`src/rtl/icu_pkg.sv`:
```
// Shared constants for the interrupt control unit: register map, CTRL bit positions, line count.
package icu_pkg;

    localparam int NUM_IRQ = 8;

    localparam logic [1:0] ICU_ADDR_BASE = 2'b00;
    localparam logic [1:0] ICU_ADDR_EOI  = 2'b01;
    localparam logic [1:0] ICU_ADDR_IMR  = 2'b10;
    localparam logic [1:0] ICU_ADDR_CTRL = 2'b11;

    localparam int CTRL_GEN_BIT     = 0;
    localparam int CTRL_AEOI_BIT    = 1;
    localparam int EOI_SPECIFIC_BIT = 7;

endpackage

```
`src/rtl/icu_prio_enc.sv`:
```
// Fixed-priority encoder: reports the lowest set index of an 8-bit vector.
// Latency: combinational, 0 cycles.
// Backpressure: none, pure function of its input.
module icu_prio_enc
    import icu_pkg::*;
(
    input  logic [NUM_IRQ-1:0] req,
    output logic               valid,
    output logic [2:0]         idx
);

    // Scan high to low so the lowest set bit is the last to be written.
    always_comb begin
        idx = 3'd0;
        for (int i = NUM_IRQ - 1; i >= 0; i--) begin
            if (req[i]) begin
                idx = 3'(i);
            end
        end
    end

    assign valid = |req;

endmodule

```
`src/rtl/interrupt_control_unit.sv`:
```
// 8-line vectored interrupt controller with IRR/IMR/ISR, fixed priority, optional debug taps (ICU_DEBUG_PORTS_EN).
// Latency: request to o_intr in 2 cycles; acknowledge edge to o_vector in 1 cycle.
// Backpressure: none; requests stay latched in IRR until acknowledged.
module interrupt_control_unit
    import icu_pkg::*;
#(
    parameter logic [7:0] RESET_BASE = 8'h00
) (
    input  logic               i_clk,
    input  logic               i_rst_n,
    input  logic [NUM_IRQ-1:0] i_interrupt,
    input  logic [1:0]         i_addr,
    input  logic               i_we,
    input  logic               i_cs,
    input  logic [7:0]         i_data,
    input  logic               i_inta,
    output logic               o_intr,
    output logic [7:0]         o_vector
`ifdef ICU_DEBUG_PORTS_EN
    ,
    output logic [7:0]         o_dbg_irr,
    output logic [7:0]         o_dbg_isr,
    output logic [7:0]         o_dbg_imr,
    output logic [7:0]         o_dbg_ctrl
`endif
);

    logic [NUM_IRQ-1:0] irr;
    logic [NUM_IRQ-1:0] isr;
    logic [NUM_IRQ-1:0] imr;
    logic [4:0]         base;
    logic [1:0]         ctrl;
    logic               inta_q;

    logic               strobe;
    logic               ack;
    logic [NUM_IRQ-1:0] pend;
    logic               pend_vld;
    logic [2:0]         sel;
    logic               isr_vld;
    logic [2:0]         cur;
    logic               sel_wins;
    logic [NUM_IRQ-1:0] ack_clear;
    logic [NUM_IRQ-1:0] isr_set;
    logic [NUM_IRQ-1:0] eoi_clear;

    assign strobe = i_cs & i_we;
    assign pend   = irr & imr;

    icu_prio_enc u_pend_enc (
        .req   (pend),
        .valid (pend_vld),
        .idx   (sel)
    );

    icu_prio_enc u_isr_enc (
        .req   (isr),
        .valid (isr_vld),
        .idx   (cur)
    );

    // An empty ISR behaves as level 8, below every real line.
    assign sel_wins  = pend_vld & (~isr_vld | (sel < cur));
    assign ack       = i_inta & ~inta_q & o_intr;
    assign ack_clear = ack ? (8'd1 << sel) : 8'd0;
    assign isr_set   = ctrl[CTRL_AEOI_BIT] ? 8'd0 : ack_clear;

    always_comb begin
        eoi_clear = 8'd0;
        if (strobe && (i_addr == ICU_ADDR_EOI)) begin
            if (i_data[EOI_SPECIFIC_BIT]) begin
                eoi_clear = 8'd1 << i_data[2:0];
            end else if (isr_vld) begin
                eoi_clear = 8'd1 << cur;
            end
        end
    end

    always_ff @(posedge i_clk or negedge i_rst_n) begin
        if (!i_rst_n) begin
            irr      <= '0;
            isr      <= '0;
            imr      <= '0;
            base     <= RESET_BASE[7:3];
            ctrl     <= 2'b00;
            inta_q   <= 1'b0;
            o_intr   <= 1'b0;
            o_vector <= 8'h00;
        end else begin
            // A line still high re-latches over its own acknowledge clear.
            irr    <= (irr & ~ack_clear) | i_interrupt;
            isr    <= (isr & ~eoi_clear) | isr_set;
            inta_q <= i_inta;
            o_intr <= ctrl[CTRL_GEN_BIT] & sel_wins & ~ack;
            if (ack) begin
                o_vector <= {base, sel};
            end
            if (strobe) begin
                case (i_addr)
                    ICU_ADDR_BASE: base <= i_data[7:3];
                    ICU_ADDR_IMR:  imr  <= i_data;
                    ICU_ADDR_CTRL: ctrl <= i_data[1:0];
                    default:       ;
                endcase
            end
        end
    end

`ifdef ICU_DEBUG_PORTS_EN
    assign o_dbg_irr  = irr;
    assign o_dbg_isr  = isr;
    assign o_dbg_imr  = imr;
    assign o_dbg_ctrl = {6'b000000, ctrl};
`endif

endmodule

```
`config.mk`:
```
export PLATFORM = sky130hd
export DESIGN_NAME = interrupt_control_unit
export DESIGN_NICKNAME = d
export VERILOG_FILES = /design/src/rtl/icu_pkg.sv /design/src/rtl/icu_prio_enc.sv /design/src/rtl/interrupt_control_unit.sv
export SDC_FILE = /design/constraint.sdc
export NUM_CORES = 1
export LEC_CHECK = 0
export BUFFER_PORTS_ARGS = -buffer_cell sky130_fd_sc_hd__buf_2
export CORE_MARGIN = 4
export CORE_UTILIZATION = 28
export DETAILED_ROUTE_END_ITERATION = 7
export HOLD_SLACK_MARGIN = 0.03
export PLACE_DENSITY_LB_ADDON = 0.25
export SLEW_MARGIN = 15
export SYNTH_ARGS = -nofsm -noshare
export SYNTH_HDL_FRONTEND = slang
export SYNTH_SLANG_ARGS = --single-unit
export TNS_END_PERCENT = 50
```
`constraint.sdc`:
```
create_clock -name i_clk -period 5.45 [get_ports i_clk]
set_input_delay 0.2725 -clock i_clk [delete_from_list [all_inputs] [get_ports i_clk]]
set_output_delay 0.2725 -clock i_clk [all_outputs]
set_load 0.05 [all_outputs]
```
-- Word-level counts from Yosys, hierarchy flattened
Index checks and enable logic that the tools add are counted.
- bits in registers: 41
- output and inout port bits: 9
- logic and storage cells: 60
- shift operators: 3
- muxes and demuxes: 21
- bitwise logic cells: 17
- eq/ne operators: 3
- magnitude comparators: 1
- reduce and logical (&&, ||, !) cells: 7
- operator list (cell ; number):
    $mux 3 ; 16
    $mux 8 ; 5
    $and 8x8->8 ; 3
    $shl 1x3->8 const A ; 3
    $not 8->8 ; 2
    $or 8x8->8 ; 2
    $reduce_or 8->1 ; 2
    $and 1x1->1 ; 6
    $reduce_and 2->1 ; 3
    $eq 2x2->1 const B ; 2
    $lt 3x3->1 ; 1
    $not 1->1 ; 3
    $eq 2x1->1 const B ; 1
    $logic_not 2->1 ; 1
    $logic_and 1x1->1 ; 1
    $or 1x1->1 ; 1

-- Longest topological paths before layout
Gate-level depths: netlist (run 1).
- depth in word-level cells: 15
- gate-level depth with buffers: 8

-- By module
Synthesis (run 1) repeated with hierarchy kept, for this count alone.
- cell total of the unflattened synthesis: 193
- area total of the unflattened synthesis: 2060.7 um2
- by module, submodules not included (module ; cells each ; area each (um2) ; instances):
    interrupt_control_unit ; 167 ; 1898.1 ; 1
    icu_prio_enc ; 13 ; 81.3 ; 2

-- Worst setup path after synthesis (run 1)
OpenSTA, ideal clock, no wires.
- path type: register to register
- start point: reg imr[7]
- end point: reg o_intr
- data required time: 5.315 ns
- arrival time: 1.669 ns
- clock period less this slack: 1.804 ns
- setup time: 0.135 ns
- buffers on the path: 0
- path slack: 3.646 ns
- cell stages (with the launch flop): 9
- cells stage by stage: dfrtp_1 -> a22o_4 -> a221oi_2 -> a221o_2 -> inv_4 -> ha_1 -> o21ai_0 -> a32oi_1 -> a21oi_1
- cells in the longest elaborated chain, start to end: 14
- RTL lines (element ; line ; source):
    from (decl) ; interrupt_control_unit.sv:30 ; logic [NUM_IRQ-1:0] imr;
    from (signal assigned) ; interrupt_control_unit.sv:101 ; ICU_ADDR_IMR: imr <= i_data;
    $and 8x8->8 ; interrupt_control_unit.sv:48 ; assign pend = irr & imr;
    $mux 3 (8 in series) ; icu_prio_enc.sv:16 ; if (req[i]) begin
    net sel[1] ; interrupt_control_unit.sv:39 ; logic [2:0] sel;
    $lt 3x3->1 ; interrupt_control_unit.sv:63 ; assign sel_wins = pend_vld & (~isr_vld | (sel < cur));
    $or 1x1->1 ; interrupt_control_unit.sv:63 ;
    $and 1x1->1 ; interrupt_control_unit.sv:63 ;
    $and 1x1->1 (2 in series) ; interrupt_control_unit.sv:94 ; o_intr <= ctrl[CTRL_GEN_BIT] & sel_wins & ~ack;
    to (signal assigned) ; interrupt_control_unit.sv:94 ;
    to (decl) ; interrupt_control_unit.sv:17 ; output logic o_intr,
The timed path passes the listed nets, and every way through them passes these cells.
A chain may end at the register's enable or synchronous reset.

-- Final worst setup path (run 1)
Same ends and word-level chain as after synthesis.

==> impl_metrics.tcl, run 1 <==
set metrics [dict create \
    synth-async-reset-ratio 1.00 \
    cts_sinks 41 \
    cts_hold_buf 0 \
    nNetsFinal 267 \
    synth_edf_count 0 \
    drt-vias-per-instance 4.88 \
    dp_hpwl_um 3930 \
    syn-cell-area_mm2 0.00202 \
    outcome "completed" \
    cts_setup_buffers 0 \
    min_path_type "in2reg" \
    clk_latency_ps 290 \
    grt_overflow 0 \
    start_util 0.293 \
    grt_usage 0.127 \
    grt_pass1_wl_um 8440 \
    crit_fanout 8 \
    ys_warn_count 0 \
    start_kind "flip-flop" \
    ir_worst_vdd_mv 0.109 \
    cts.repair.resized 0 \
    drive_gt1_frac 0.255 \
    synthCells 206 \
    syn2layout_area_growth_pct 17.3 \
    vias 1656 \
    numCtsBuffers 5 \
    wire_per_inst_um 15.3 \
    crit_arrival_ps 2230 \
    yosysMostFrequentCell "dfrtp_1" \
    wl_um 5170 \
    grt_max_degree 42 \
    die_h_um 93.0 \
    path_clk_slew_ps 80 \
    drv_cap 0 \
    synth_top_cell_by_area "dfrtp_1" \
    synth-seq-cells 41 \
    grt_antenna_before_repair 0 \
    n_antenna_cell 0 \
    num-fill-cells 744 \
    syn_nets 231 \
    drc 0 \
    hold_viol 0 \
    cts_tree "yes" \
    avgSynthCellArea_um2 9.83 \
    tns_ps 0 \
    critPathCaptureType "flip-flop" \
    setup_violations 0 \
    dieArea_mm2 0.00865 \
    fmax_ghz 0.498 \
    synthTopCellsByArea "dfrtp_1 51%, mux2_2 7.2%, nand2_1 6.5%, nor2_1 5.2%, a21oi_1 3.0%" \
    synth-seq-area-share 0.507 \
    worstPathRequired_ps 5670 \
    synth_cell_type_count 42 \
    port_buffers 31 \
    p_leak_nw 1.02 \
    die_w_um 93.0 \
    synth_top_area_share 0.507 \
    postPlaceCellArea_mm2 0.00229 \
    grt_pass1_vias 1612 \
    path_class "reg2reg" \
    rsz0062_at_grt "no" \
    skew_ps 4.31 \
    ys.flop_type "dfrtp_1" \
    tightest_slew_ps 953 \
    coreArea_mm2 0.00691 \
    rows 30 \
    ant_nets 0 \
    fin_crit_sh 0.368 \
    powerDensity_mw_per_mm2 446 \
    relSlewSlack 0.360 \
    finalCriticalPeriod_ps 2010 \
    cts-root-buf "clkbuf_8" \
    first_iter_violations 104 \
    synth_common_cells "41 x dfrtp_1, 35 x nand2_1, 28 x nor2_1, 13 x mux2_2" \
    cts_buffer_depth 2 \
    h-tree-depth 2 \
    dr.pass1.iters 4 \
    drv_slew 0 \
    ioPinCount 32 \
    final_area_mm2 0.00237 \
    gp_congestion 0.853 \
]
==> per-layer routing <==
metal | part of all wire | global-route usage | vias to the layer above | wire [um]
li1 | - | - | 816 | -
met1 | 0.47 | 0.170 | 786 | 2420
met2 | 0.46 | 0.199 | 47 | 2400
met3 | 0.049 | 0.0330 | 7 | 253
met4 | 0.018 | 0.0476 | 0 | 95
met5 | 0 | 0 | - | 0
==> final timing paths <==
kind,startpoint,endpoint,slack (ps),cells after the start
worst min-delay path,i_inta,inta_q,100,1
worst max-delay path,imr[7],o_intr,3440,8
max in group asynchronous,i_rst_n,o_vector[4],4740,1
worst max register to register,imr[7],o_intr,3440,8
worst min register to register,base[2],o_vector[5],470,2
min in group asynchronous,i_rst_n,isr[0],110,1
==> registers in the layout, summed over array words and instances, names as in the netlist <==
name / count
base: 5
inta_q: 1
o_vector: 8
ctrl: 2
imr: 8
irr: 8
o_intr: 1
isr: 8
==> kinds of logic after synthesis <==
logic type	count (synthesis)	share of synthesized area
simple gates	89	0.203
compound gates	54	0.192
flops	41	0.507
mux	13	0.0723
buf+inv	7	0.0142
fa+ha+maj	2	0.0124
==> cells in the final DEF (no fill, tap or decap), drive strengths merged, types with 2 or more instances in the layout <==
cell and count:
buf 31, a21oi 12, a22oi 3, o311ai 4, nor2b 3, nand4 2, nand3 3, dfrtp 41
nand2b 5, clkinv 2, ha 2, a32oi 4, clkbuf 6, a22o 3, o21ai 16, or2 2
inv 5, nand2 35, o2bb2ai 2, mux2 13, nor3 4, nor2 30
==> where the power goes <==
part / internal [W] / switching, W / total [W]
Clock: 0.0000888 / 0.000102 / 0.000191
Sequential: 0.000379 / 0.0000660 / 0.000445
Combinational: 0.000143 / 0.000281 / 0.000424
==> worst max-delay path: stages (launching register included) <==
cell and delay [ps]:
dfrtp_1 410, a22o_4 280, a221oi_2 230, a221o_2 260, inv_4 80, ha_1 290
o21ai_0 170, a32oi_1 80, a21oi_1 150
==> per-stage QoR <==
stage                     cells  setup WS (ps)  hold slack, ps  power [W]  utilization
final                       339           3440            97.5    0.00106        0.344
after global routing        339           3350            91.5    0.00114        0.344
after CTS                   339           3460            92.2    0.00107        0.344
after detailed placement    331           3480             400   0.000876        0.332
after global placement      331           3550             400   0.000875        0.332
after floorplan             206           3650           -23.1   0.000756            -
==> cell type report <==
| class | instances | area [um2] | area share |
|---|---|---|---|
| clock buffer | 6 | 72.6 | 0.0306 |
| clock inverter | 2 | 10.0 | 0.00421 |
| inverter | 5 | 21.3 | 0.00896 |
| multi-input combinational | 158 | 970 | 0.408 |
| sequential | 41 | 1030 | 0.432 |
| tap | 96 | 120 | 0.0506 |
| timing repair buffer | 31 | 155 | 0.0653 |
(Power assumes the default switching activity.)
==> run 2: changes to the inputs <==
==> constraint.sdc (replaced) <==
create_clock -name i_clk -period 2.02 [get_ports i_clk]
set_input_delay 0.101 -clock i_clk [delete_from_list [all_inputs] [get_ports i_clk]]
set_output_delay 0.101 -clock i_clk [all_outputs]
set_load 0.05 [all_outputs]
==> run 2 against run 1 <==
- critical path depth unchanged
- hold slack worse by 38 ps
- combinational power rose to 2.8 times the previous value
- critical path type unchanged
- largest cell class unchanged
==> impl_metrics.tcl, run 2 (synthesis results as in run 1) <==
set metrics [dict create \
    outcome "completed" \
    die_w_um 93.0 \
    ioPinCount 32 \
    drive_gt1_frac 0.272 \
    numCtsBuffers 5 \
    syn2layout_area_growth_pct 21.8 \
    ir_worst_vdd_mv 0.321 \
    drv_slew 0 \
    mostFrequentLayoutCells "41 x dfrtp_1, 35 x nand2_1, 31 x buf_2, 28 x nor2_1, 13 x mux2_2" \
    n_antenna_cell 0 \
    start_util 0.293 \
    grt_antenna_before_repair 0 \
    vias 1654 \
    relSlewSlack 0.500 \
    wl_um 5050 \
    reg2reg_depth 8 \
    r2r-end "o_intr" \
    worstPathCellList "a22o_4 > a221oi_2 > a221o_2 > inv_4 > ha_1 > o21ai_1 > a32oi_1 > a21oi_1" \
    cts_sinks 41 \
    num-fill-cells 746 \
    p_leak_nw 1.07 \
    drv_cap 0 \
    port_buffers 31 \
    tns_ps 0 \
    rsz0062_at_grt "no" \
    hp-start "i_data[3]" \
    crit_arrival_ps 2010 \
    setup_violations 0 \
    tightest_slew_ps 740 \
    skew_ps 8.46 \
    grt_pass1_wl_um 8220 \
    grt_overflow 0 \
    drt-vias-per-instance 4.78 \
    slowest_delay_ps 420 \
    crit_buf_inv 1 \
    cts_setup_buffers 0 \
    worstPathRequired_ps 2190 \
    nNetsFinal 274 \
    seqCellArea_mm2 0.00103 \
    fmax_ghz 0.544 \
    cts-root-buf "clkbuf_8" \
    cts_buffer_depth 2 \
    r2r-start "irr[7]" \
    dp_hpwl_um 3940 \
    min_path_type "in2reg" \
    h-tree-depth 2 \
    rows 30 \
    path_class "reg2reg" \
    final_util 0.357 \
    critPathCaptureType "flip-flop" \
    min_path_cells 2 \
    dieArea_mm2 0.00865 \
    crit_start "irr[7]" \
    clk_latency_ps 290 \
    gp_congestion 0.858 \
    cpMaxStageDelayCell "dfrtp_1" \
    grt_usage 0.123 \
    powerDensity_mw_per_mm2 1230 \
    fin_crit_sh 0.911 \
    wire_per_inst_um 14.6 \
    ant_nets 0 \
    grt_pass1_vias 1605 \
    cts_tree "yes" \
    drc 0 \
    coreArea_mm2 0.00691 \
    path_clk_slew_ps 80 \
    grt_max_degree 28 \
    path_delay_family "compound AO/OA/AOI/OAI gates" \
    finalCriticalPeriod_ps 1840 \
    crit_fanout 7 \
    die_h_um 93.0 \
    start_kind "flip-flop" \
    hold_viol 0 \
    first_iter_violations 171 \
    multi_input_area_um2 970 \
    final_common_cell "dfrtp_1" \
    regToRegSetupSlack_ps 180 \
    holdPathEnd "base[0]" \
    dr.pass1.iters 4 \
]
-- run 2: cell types whose count changed in the layout (fill, tap and decap cells not counted), sizes merged --
cell         delta
buf             +5
dlygate4sd3     +2
bufinv          +1
clkbuf          -1
clkinv          -1
clkinvlp        +1
-- run 2: layout make-up --
type                       instances  area share
sequential                        41       0.416
clock buffer                       5      0.0279
multi-input combinational        158       0.393
timing repair buffer              38      0.0863
clock inverter                     3      0.0188
inverter                           5     0.00863
tap                               96      0.0487
-- run 2: metal layers --
layer | vias to the layer above | share of wire | global-route usage
li1 | 834 | - | -
met2 | 41 | 0.46 | 0.186
met5 | - | 0 | 0
met1 | 768 | 0.47 | 0.166
met3 | 11 | 0.040 | 0.0274
met4 | 0 | 0.027 | 0.0574
-- run 2: timing repair --
action                                 CTS  global route
setup endpoints to repair                0             1
gates resized for setup                  0             1
endpoints found under the hold margin   26             0
hold buffers                             2             0
-- run 2: how the worst max path moves through the flow --
stage | to | slack (ps) | depth (start not counted)
global route | o_intr | 40 | 8
global placement | o_intr | 200 | 8
CTS | o_intr | 160 | 8
floorplan | o_intr | 220 | 8
finish | o_intr | 180 | 8
detailed placement | o_intr | 200 | 8
-- run 2: power by group --
group	switching [W]	internal (W)
clock	0.000286	0.000370
sequential	0.000178	0.00102
combinational	0.000763	0.000406
-- run 2: metrics by stage --
step / power, W / cells / setup slack [ps] / hold slack [ps] / instance area, um2
floorplan: 0.00204 / 206 / 216 / -195 / 2020
global placement: 0.00237 / 336 / 197 / 153 / 2330
detailed placement: 0.00238 / 336 / 196 / 153 / 2330
CTS: 0.00306 / 346 / 160 / 47.4 / 2460
global route: 0.00323 / 346 / 38.3 / 50.6 / 2460
finish: 0.00302 / 346 / 181 / 59.0 / 2460
==> run 3: changes to the inputs <==
--- a/config.mk
+++ b/config.mk
@@ -10,6 +10,7 @@
 export CORE_UTILIZATION = 28
 export DETAILED_ROUTE_END_ITERATION = 7
 export HOLD_SLACK_MARGIN = 0.03
+export MAX_ROUTING_LAYER = met4
 export PLACE_DENSITY_LB_ADDON = 0.25
 export SLEW_MARGIN = 15
 export SYNTH_ARGS = -nofsm -noshare
==> run 3 against run 2 <==
- fmax hardly changed
- highest routed layer unchanged
- critical path depth is the same
- sequential power about the same
- hold slack worse by 2.8 ps
- critical endpoint unchanged
- register-to-register slack is essentially flat
- combinational power is essentially flat
==> impl_metrics.tcl, run 3 (synthesis results as in run 1) <==
set metrics [dict create \
    outcome "completed" \
    mostFrequentLayoutCells "41 x dfrtp_1, 35 x nand2_1, 31 x buf_2, 28 x nor2_1, 13 x mux2_2" \
    start_util 0.293 \
    gr-usage-met1 0.166 \
    nNetsFinal 274 \
    grt_max_degree 28 \
    grt_antenna_before_repair 0 \
    grt_usage 0.126 \
    grt_pass1_wl_um 8230 \
    tns_ps 0 \
    grt_pass1_vias 1596 \
    path_clk_slew_ps 90 \
    powerDensity_mw_per_mm2 1230 \
    dp_hpwl_um 3940 \
    min_path_type "in2reg" \
    vias 1644 \
    cpMaxStageDelayCell "dfrtp_1" \
    hold_viol 0 \
    grt_util_met3 0.0274 \
    drv_slew 0 \
    crit_fanout 7 \
    multi_input_area_um2 970 \
    grt_overflow 0 \
    skew_ps 10.6 \
    rows 30 \
    wire_per_inst_um 14.6 \
    die_w_um 93.0 \
    setup_violations 0 \
    dp_cells 336 \
    num-fill-cells 746 \
    final_cells 346 \
    slowest_delay_ps 420 \
    fmax_ghz 0.544 \
    numCtsBuffers 5 \
    cts-root-buf "clkbuf_8" \
    path_delay_family "compound AO/OA/AOI/OAI gates" \
    worstPathRequired_ps 2190 \
    gp_congestion 0.872 \
    fin_crit_sh 0.911 \
    p_leak_nw 1.07 \
    start_kind "flip-flop" \
    seqCellArea_mm2 0.00103 \
    crit_arrival_ps 2010 \
    drc 0 \
    n_antenna_cell 0 \
    drt-vias-per-instance 4.75 \
    coreArea_mm2 0.00691 \
    drv_cap 0 \
    cts_setup_buffers 0 \
    syn2layout_area_growth_pct 21.8 \
    port_buffers 31 \
    grt_use_met2 0.187 \
    ant_nets 0 \
    cts_sinks 41 \
    first_iter_violations 159 \
    cts_buffer_depth 2 \
    busiest_layer "met2" \
    clk_latency_ps 300 \
    final_common_cell "dfrtp_1" \
    finalCriticalPeriod_ps 1840 \
    tightest_slew_ps 750 \
    dr.pass1.iters 4 \
    die_h_um 93.0 \
    critPathCaptureType "flip-flop" \
    rsz0062_at_grt "no" \
    dieArea_mm2 0.00865 \
    crit_buf_inv 1 \
    ioPinCount 32 \
    ir_worst_vdd_mv 0.322 \
    drive_gt1_frac 0.272 \
    relSlewSlack 0.494 \
    worstPathCellList "a22o_4 > a221oi_2 > a221o_2 > inv_4 > ha_1 > o21ai_1 > a32oi_1 > a21oi_1" \
    wl_um 5050 \
    cts_tree "yes" \
    path_class "reg2reg" \
    h-tree-depth 2 \
]
run 3: repair_timing:
action,4_1_cts,5_1_grt
hold buffers,2,0
setup endpoints to repair,0,1
endpoints found under the hold margin,26,0
resized for setup,0,1
run 3: per-stage QoR:
stage          utilization  cell area, um2  hold slack (ps)  power (W)  setup slack (ps)
2_1_floorplan            -            2020             -195    0.00204               216
3_3_place_gp         0.337            2330              153    0.00237               197
3_5_place_dp         0.337            2330              153    0.00238               196
4_1_cts              0.357            2460             47.4    0.00306               160
5_1_grt              0.357            2460             48.9    0.00324              38.1
6_report             0.357            2460             56.1    0.00303               181
run 3: worst register-to-register path, stage by stage (launching register included):
cell and delay [ps]:
dfrtp_1 420, a22o_4 270, a221oi_2 230, a221o_2 180, inv_4 60, ha_1 270, o21ai_1 50, a32oi_1 160
a21oi_1 90
run 3: final cells by class:
class,instances,area share
flip-flops and latches,41,0.416
clock inverters,3,0.0188
repair buffers,38,0.0863
inverters,5,0.00863
clock buffers,5,0.0279
multi-input cells,158,0.393
well taps,96,0.0487
run 3: power breakdown:
| group | total, W | switching [W] | internal, W | leakage (nW) |
|---|---|---|---|---|
| Sequential | 0.00120 | 0.000179 | 0.00102 | 0.487 |
| Clock | 0.000661 | 0.000291 | 0.000370 | 0.0543 |
| Combinational | 0.00117 | 0.000763 | 0.000406 | 0.526 |
run 3: metal layers:
| layer | wire [um] | vias up | share of wire |
|---|---|---|---|
| met4 | 123 | 0 | 0.024 |
| li1 | - | 833 | - |
| met3 | 220 | 9 | 0.044 |
| met2 | 2340 | 43 | 0.46 |
| met1 | 2370 | 759 | 0.47 |
| met5 | 0 | - | 0 |
run 3: final timing paths:
check	from	endpoint	slack, ps	depth (start not counted)
max in group asynchronous	i_rst_n	inta_q	1110	3
min in group asynchronous	i_rst_n	irr[7]	350	2
hold / removal	i_data[3]	base[0]	60	2
setup reg to reg	irr[7]	o_intr	180	8
setup / recovery	irr[7]	o_intr	180	8
hold reg to reg	base[0]	o_vector[3]	470	2
